<file path="src/rtl/mesh_term_fifo_bank.sv">
// mesh_term_fifo_bank: per-terminal FWFT ingress FIFOs with flush, occupancy, broadcast count and sticky error flags
module mesh_term_fifo_bank #(
  parameter int ROWS = 2,
  parameter int COLUMS = 2,
  parameter int pckg_sz = 20,
  parameter int fifo_depth = 4,
  parameter logic [7:0] bdcst = 8'hFF,
  parameter int CNT_W = 8,
  localparam int NTERM = 2*ROWS + 2*COLUMS,
  localparam int OCC_W = $clog2(fifo_depth + 1)
) (
  input  logic                     clk,
  input  logic                     reset,
  input  logic [NTERM-1:0]         push,
  input  logic [NTERM*pckg_sz-1:0] push_data,
  input  logic [NTERM-1:0]         flush,
  input  logic [NTERM-1:0]         popin,
  output logic [NTERM-1:0]         pndng_i_in,
  output logic [NTERM*pckg_sz-1:0] data_out_i_in,
  output logic [NTERM-1:0]         full,
  output logic [NTERM*OCC_W-1:0]   occupancy,
  output logic [NTERM*CNT_W-1:0]   bcast_cnt,
  output logic [NTERM-1:0]         overflow,
  output logic [NTERM-1:0]         underflow
);
  localparam int PTR_W = (fifo_depth > 1) ? $clog2(fifo_depth) : 1;
  function automatic logic [PTR_W-1:0] wrap_inc(input logic [PTR_W-1:0] p);
    return (p == PTR_W'(fifo_depth - 1)) ? '0 : p + 1'b1;
  endfunction
  for (genvar i = 0; i < NTERM; i++) begin : g_ch
    logic [pckg_sz-1:0] mem [fifo_depth];
    logic [PTR_W-1:0] rd, wr;
    logic [OCC_W-1:0] occ;
    logic [CNT_W-1:0] bc;
    logic ovf, unf;
    logic [pckg_sz-1:0] din;
    logic pnd, ful, do_pop, do_push, is_bc;
    assign din = push_data[i*pckg_sz +: pckg_sz];
    assign pnd = occ != '0;
    assign ful = occ == OCC_W'(fifo_depth);
    assign do_pop = popin[i] & pnd & ~flush[i];
    assign do_push = push[i] & (~ful | do_pop) & ~flush[i];
    assign is_bc = din[pckg_sz-1 -: 8] == bdcst;
    always_ff @(posedge clk)
      if (do_push & ~reset) mem[wr] <= din;
    always_ff @(posedge clk) begin
      if (reset) begin
        rd <= '0;
        wr <= '0;
        occ <= '0;
        bc <= '0;
        ovf <= 1'b0;
        unf <= 1'b0;
      end else if (flush[i]) begin
        rd <= '0;
        wr <= '0;
        occ <= '0;
      end else begin
        if (do_push) wr <= wrap_inc(wr);
        if (do_pop) rd <= wrap_inc(rd);
        occ <= occ + OCC_W'(do_push) - OCC_W'(do_pop);
        if (do_push & is_bc & ~&bc) bc <= bc + 1'b1;
        if (push[i] & ~do_push) ovf <= 1'b1;
        if (popin[i] & ~pnd) unf <= 1'b1;
      end
    end
    assign pndng_i_in[i] = pnd;
    assign data_out_i_in[i*pckg_sz +: pckg_sz] = pnd ? mem[rd] : '0;
    assign full[i] = ful;
    assign occupancy[i*OCC_W +: OCC_W] = occ;
    assign bcast_cnt[i*CNT_W +: CNT_W] = bc;
    assign overflow[i] = ovf;
    assign underflow[i] = unf;
  end
endmodule
</file>
<file path="config.mk">
export PLATFORM = sky130hd
export DESIGN_NAME = mesh_term_fifo_bank
export DESIGN_NICKNAME = d
export VERILOG_FILES = /design/src/rtl/mesh_term_fifo_bank.sv
export SDC_FILE = /design/constraint.sdc
export NUM_CORES = 1
export LEC_CHECK = 0
export ABC_AREA = 1
export CORE_ASPECT_RATIO = 1.75
export CORE_MARGIN = 5
export CORE_UTILIZATION = 25
export CTS_BUF_LIST = sky130_fd_sc_hd__clkbuf_4
export DETAILED_ROUTE_END_ITERATION = 8
export PLACE_DENSITY = 0.5
export SKIP_CTS_REPAIR_TIMING = 1
export SLEW_MARGIN = 20
export SYNTH_ARGS = -nofsm -noshare
export SYNTH_HDL_FRONTEND = slang
export SYNTH_SLANG_ARGS = --single-unit
export TNS_END_PERCENT = 20
</file>
<file path="constraint.sdc">
create_clock -name clk -period 4.6 [get_ports clk]
set_input_delay 0.92 -clock clk [delete_from_list [all_inputs] [get_ports clk]]
set_output_delay 0.92 -clock clk [all_outputs]
set_load 0.02 [all_outputs]
</file>
==> summary.md, run 1 <==
| Metric | Value |
|---|---|
| Final Hold Slack | 0.334 ns |
| Root Buffer | clkbuf_4 |
| Status | completed |
| Io pins | 466 |
| CP startpoint kind | register |
| Worst R2R Start | g_ch[4].occ[1] |
| Critical Path Fanout Max | 21 |
| Most frequent cells after synthesis | nor2_1, edfxtp_1, o21ai_0 |
| Number of setup violations in the final report | 0 |
| Synth Area in Compound Gates | 9.61% |
| Syn Inst Count | 3,101 |
| Die W | 286 um |
| Vias/cell | 4.33 |
| FF-to-FF setup slack | 2.45 ns |
| Sequential element share of the synthesized area | 66.9% |
| Worst-path clk slew | 0.07 ns |
| Worst-margin pin slew | 0.901 ns |
| Crit path depth | 6 |
| CTS Buf Count | 189 |
| Worst Path Arrival | 3.33 ns |
| RSZ-0062 raised after global routing | false |
| Clk buf depth | 3 |
| Synth Area in XOR/XNOR | 0.790% |
| Min cycle time layout | 4.25 ns |
| Slew HR | 39.8% |
| Crit. End Element | output port |
| Tot Pwr | 14.6 mW |
| Share of cells above drive strength 1 | 11.6% |
| Achievable Freq | 235 MHz |
| Drt first pass iters | 4 |
| Syn avg cell area | 10.7 um^2 |
| Total of warnings raised by yosys | 0 |
| Antenna viol nets, final | 0 |
| Area grow syn2layout | 27.2% |
| Cell with the most instances after synthesis | nor2_1 |
| Post-DP HPWL | 64,800 um |
| Top_reg_cell synth | edfxtp_1 |
| Final hold violations | 0 |
| Max-cap violations | 0 |
| Via Count | 23,890 |
| Synth Area in Simple Gates | 15.1% |
| Global-route wire length before repair | 145,000 um |
| Post-synthesis mux area share | 0% |
| Die Ht | 493 um |
| Max-slew violation count | 0 |
| Clock sinks | 792 |
| Synth top area share | 57.8% |
| Drt wl/cell | 17.5 um |
| Final nets | 3,914 |
| Cell variety after synth | 35 |
| Post-Syn Area | 33,300 um^2 |
| Vias in the first global route | 24,267 |
| RR Endpoint | g_ch[4].occ[2] |
| Critical path's largest stage delay | 0.67 ns |
| Static leakage | 15.0 nW |
| Largest vdd supply drop | 0.194 mV |
| Largest cells by area after synthesis | edfxtp_1, nor2_1, dfxtp_1 |
| Critical path class | register to output port |
| WP buf/inv | 3 |
| Worst setup endpoint | data_out_i_in[74] |
| Initial antenna violation count | 14 |
| GRT Total Usage | 13.3% |
| Number of port buffers | 465 |
| CP top delay family | buffers and inverters |
| Gr ovfl total | 0 |
| CP max stage cell | clkdlybuf4s50_1 |
| Core area | 133,000 um^2 |
| EDFF count, synth | 640 |
| Die area | 141,000 um^2 |
| Pwr Density | 346 nW/um^2 |
| Initial DRC Count | 1,001 |
| Final TNS setup | 0 ns |
| Adder-cell share of the synthesized area | 2.89% |
| Worst Hold Class | primary input to register |
| Main combinational cell family by area after synthesis | simple AND/OR/NAND/NOR gates |
| Starting Density | 25.1% |
| Final period util | 92.3% |
| CTS tree | built |
| Clock skew | 0.0699 ns |
| R2r worst-path depth | 10 |
| Worst-skew pair later-pin latency | 1.10 ns |
| Seq cells post-synth | 792 |
| H-tree Lvls | 4 |
| Async SR Flop Fraction | 0% |
| Worst endpoint required time | 3.68 ns |
| Placer Congestion | 0.768 |
| Post-synth net total | 3,359 |
| Largest net degree at the start of global routing | 84 |
| Post-Route WL | 96,500 um |
| Rows | 177 |
| Cell taking the most area after synthesis | edfxtp_1 |
| Post-route DRC | 0 |
| CP Cell Sequence | buf_4, inv_1, nor2_1, o21ai_0, a21oi_1, clkdlybuf4s50_1 |
-- worst min-delay path, stage by stage --
cell and delay [ns]:
buf_4 0.10, inv_1 0.18, nand2_1 0.12, nor2_1 0.03
-- metrics by stage --
| step | cell area (um^2) | cells | worst slack, ns | util, % |
|---|---|---|---|---|
| after global routing | 42300 | 5515 | 0.0245 | 31.9 |
| after CTS | 42300 | 5508 | 0.0720 | 31.9 |
| after floorplan | 33300 | 3101 | 1.81 | - |
| after global placement | 39800 | 5165 | 1.32 | 30.0 |
| final | 42300 | 5516 | 0.353 | 31.9 |
| after detailed placement | 39800 | 5165 | 1.29 | 30.0 |
-- power breakdown --
group	internal, mW	switching [mW]
Clock	2.93	2.95
Combinational	0.372	0.547
Sequential	7.81	0.0318
Total	11.1	3.53
-- registers in the layout, summed over array words and instances, names as in the netlist, named ones only --
signal,flops
g_ch.mem,640
g_ch.bc,64
g_ch.occ,24
g_ch.rd,16
g_ch.wr,16
g_ch.ovf,8
g_ch.unf,8
-- logic make-up (layout without fill, tap and decap cells) --
| kind of cell | count (synthesis) | count (layout) |
|---|---|---|
| simple gates | 1210 | 1210 |
| fa+ha+maj | 72 | 72 |
| compound gates | 623 | 623 |
| buf+inv | 374 | 1081 |
| flops | 792 | 792 |
| other cells | 0 | 8 |
| xor+xnor | 30 | 30 |
-- final cells by class --
cell class                 count  area, um^2
fill                       13621       90300
sequential                   792       22300
multi-input combinational   1935        9510
timing repair buffer         528        5140
tap                         1700        2130
clock buffer                 257        1930
inverter                     210         791
clock inverter                86         556
antenna                        8        20.0
-- per-layer routing --
metal / GRT usage, % / vias to the layer above / share of wire (%) / wire [um]
met5: 0 / - / 0.089 / 86
met4: 6.03 / 12 / 3.2 / 3110
met3: 4.62 / 193 / 8.1 / 7820
met2: 23.1 / 658 / 50 / 48400
met1: 14.7 / 11278 / 38 / 37100
li1: - / 11749 / - / -
-- how the worst min path moves through the flow --
stage               endpoint         from  slack, ns  cells past startpoint
2_1_floorplan    g_ch[0].unf  g_ch[0].unf       0.44                      2
4_1_cts        g_ch[7].bc[1]        reset       0.12                      4
3_3_place_gp     g_ch[3].ovf  g_ch[3].ovf       0.45                      2
3_5_place_dp     g_ch[2].ovf  g_ch[2].ovf       0.46                      2
5_1_grt          g_ch[0].unf        reset       0.19                      3
6_report       g_ch[7].bc[1]        reset       0.33                      4
-- placed cells by master, fill, tap and decap left out, types with 13 or more instances in the layout --
cell type,count
a21oi_1,237
buf_4,63
clkbuf_4,257
clkdlybuf4s50_1,464
clkinv_1,50
clkinv_2,17
dfxtp_1,152
edfxtp_1,640
ha_1,64
inv_1,207
nand2_1,237
nand3_1,96
nor2_1,789
nor2_2,30
nor2_4,13
o21ai_0,352
xor2_1,21
Note: power is estimated with default switching activity, not from simulation.
==> inputs of run 2 (changes only) <==
CORE_UTILIZATION = 49   (was 25)
PLACE_DENSITY = 0.8   (was 0.5)
==> run 2 against run 1 <==
  * Clock skew fell by 0.014 ns
  * Sequential share of layout area is 1.6 points higher
  * Global-route usage up 9.2 points
  * Highest routed layer unchanged
  * Largest cell class unchanged
  * Via count rose by 2.0%
  * Sequential power barely moved
  * Final area shrank 3.0%
  * First-iteration DRC count grew 67%
  * Fmax down 0.69%
  * Critical path depth fell by 2
  * Critical endpoint is now data_out_i_in[73]
==> summary.md, run 2 (synthesis results as in run 1) <==
| Metric | Value |
|---|---|
| Placed cell areas | 38,700 um^2 (-2.7%) |
| Drt wl/cell | 18.0 um (+2.6%) |
| GRT Total Usage | 22.5% (+9.2 points) |
| Commonest non-fill, non-tap cell in the layout | nor2_1 |
| Top Registers | g_ch.mem (640), g_ch.bc (64), g_ch.occ (24) |
| Core area | 67,500 um^2 (-49%) |
| Max-slew violation count | 0 (unchanged) |
| Achievable Freq | 234 MHz (-0.69%) |
| Vias/cell | 5.20 (+20%) |
| Starting Density | 49.3% (+24 points) |
| CTS Buf Count | 170 (-10%) |
| Static leakage | 14.8 nW (-0.85%) |
| CP startpoint kind | register |
| Post-DP HPWL | 56,300 um (-13%) |
| CTS tree | built |
| Worst R2R Start | g_ch[7].occ[1] |
| Final hold violations | 0 (unchanged) |
| Die W | 207 um (-28%) |
| Final nets | 3,893 (-0.54%) |
| Critical Path Fanout Max | 40 (+90%) |
| Worst-margin pin slew | 0.934 ns (+0.0328 ns) |
| Max-cap violations | 0 (unchanged) |
| Worst Hold Class | primary input to register |
| CP Cell Sequence | clkinv_1, o21ai_0, a21oi_1, clkdlybuf4s50_1 |
| Vias in the first global route | 24,593 (+1.3%) |
| Clk buf depth | 3 (unchanged) |
| Worst-path clk slew | 0.07 ns (about the same) |
| Non-filler cells, final | 4,685 (-15%) |
| Clock skew | 0.0556 ns (-0.0142 ns) |
| Gr ovfl total | 0 (unchanged) |
| Worst-skew pair later-pin latency | 1.00 ns (-0.10 ns) |
| Post-Route WL | 84,100 um (-13%) |
| Critical path class | register to output port |
| Area grow syn2layout | 23.4% |
| Max FFs per register | 640 (unchanged) |
| Rows | 126 (-29%) |
| Worst Path Arrival | 3.36 ns (+0.03 ns) |
| Io pins | 466 (unchanged) |
| Post-route DRC | 0 (unchanged) |
| Min cycle time layout | 4.28 ns (+0.0296 ns) |
| Worst endpoint required time | 3.68 ns (about the same) |
| Number of port buffers | 465 (unchanged) |
| Dpl ws | 1.32 ns (+0.0293 ns) |
| H-tree Lvls | 4 (unchanged) |
| Hold_sp | reset |
| Setup ws final | 0.324 ns (-0.0296 ns) |
| Largest Register | g_ch.mem |
| CP max stage cell | clkinv_1 |
| CP top delay family | buffers and inverters |
| Initial DRC Count | 1,669 (+67%) |
| Pwr Density | 345 nW/um^2 (-0.24%) |
| Slew HR | 37.3% (-2.5 points) |
| Largest vdd supply drop | 0.348 mV (+79%) |
| Design Area, Final | 41,100 um^2 (-3.0%) |
| Via Count | 24,367 (+2.0%) |
| Tot Pwr | 14.2 mW (-3.3%) |
| Antenna viol nets, final | 0 (unchanged) |
| Dpl cells | 4,359 (-16%) |
| Final period util | 93.0% (+0.64 points) |
| Crit. End Element | output port |
| Placer Congestion | 0.849 (+11%) |
| Die Ht | 355 um (-28%) |
| Share of cells above drive strength 1 | 10.4% (-1.2 points) |
| Critical path's largest stage delay | 0.73 ns (+0.06 ns) |
| RSZ-0062 raised after global routing | false |
| WP buf/inv | 2 (-1) |
| Number of setup violations in the final report | 0 (unchanged) |
| Drt first pass iters | 5 (+1) |
| Status | completed |
| Die area | 73,400 um^2 (-48%) |
| Global-route wire length before repair | 129,000 um (-10%) |
| Root Buffer | clkbuf_4 |
| Final TNS setup | 0 ns (unchanged) |
| Commonest non-fill, non-tap cells in the layout | nor2_1, edfxtp_1, clkdlybuf4s50_1 |
| Initial antenna violation count | 6 (-8) |
| Largest net degree at the start of global routing | 51 (-39%) |
| Clock sinks | 792 (unchanged) |
run 2: per-layer routing:
layer  wire [um]  vias to the layer above  GRT usage [%]
met5          13                        -              0
met4        3080                        2           10.2
met3        7720                      197           7.41
met2       43800                      890           40.2
met1       29500                    11595           23.8
li1            -                    11683              -
run 2: cell type report:
class                      count  area (um^2)
clock buffer                 235         1760
tap                          896         1120
sequential                   792        22300
multi-input combinational   1935         9470
antenna                        8         20.0
timing repair buffer         526         5110
clock inverter                83          513
fill                        5293        26400
inverter                     210          795
run 2: path summary, 6_finish.rpt:
| kind | cells past startpoint | slack [ns] | to |
|---|---|---|---|
| setup / recovery | 4 | 0.32 | data_out_i_in[73] |
| hold reg to reg | 2 | 0.48 | g_ch[6].unf |
| setup reg to reg | 11 | 2.37 | g_ch[7].occ[2] |
| hold / removal | 2 | 0.25 | g_ch[6].bc[2] |
run 2: power breakdown:
| part | switching (mW) | internal (mW) | total [mW] |
|---|---|---|---|
| sequential | 0.0317 | 7.81 | 7.84 |
| clock | 2.68 | 2.74 | 5.42 |
| combinational | 0.531 | 0.371 | 0.902 |
run 2: per-stage QoR:
stage	utilization, %	hold WS [ns]
finish	60.8	0.246
CTS	60.8	0.0635
floorplan	-	0.438
global placement	57.4	0.447
global route	60.8	0.109
detailed placement	57.4	0.466
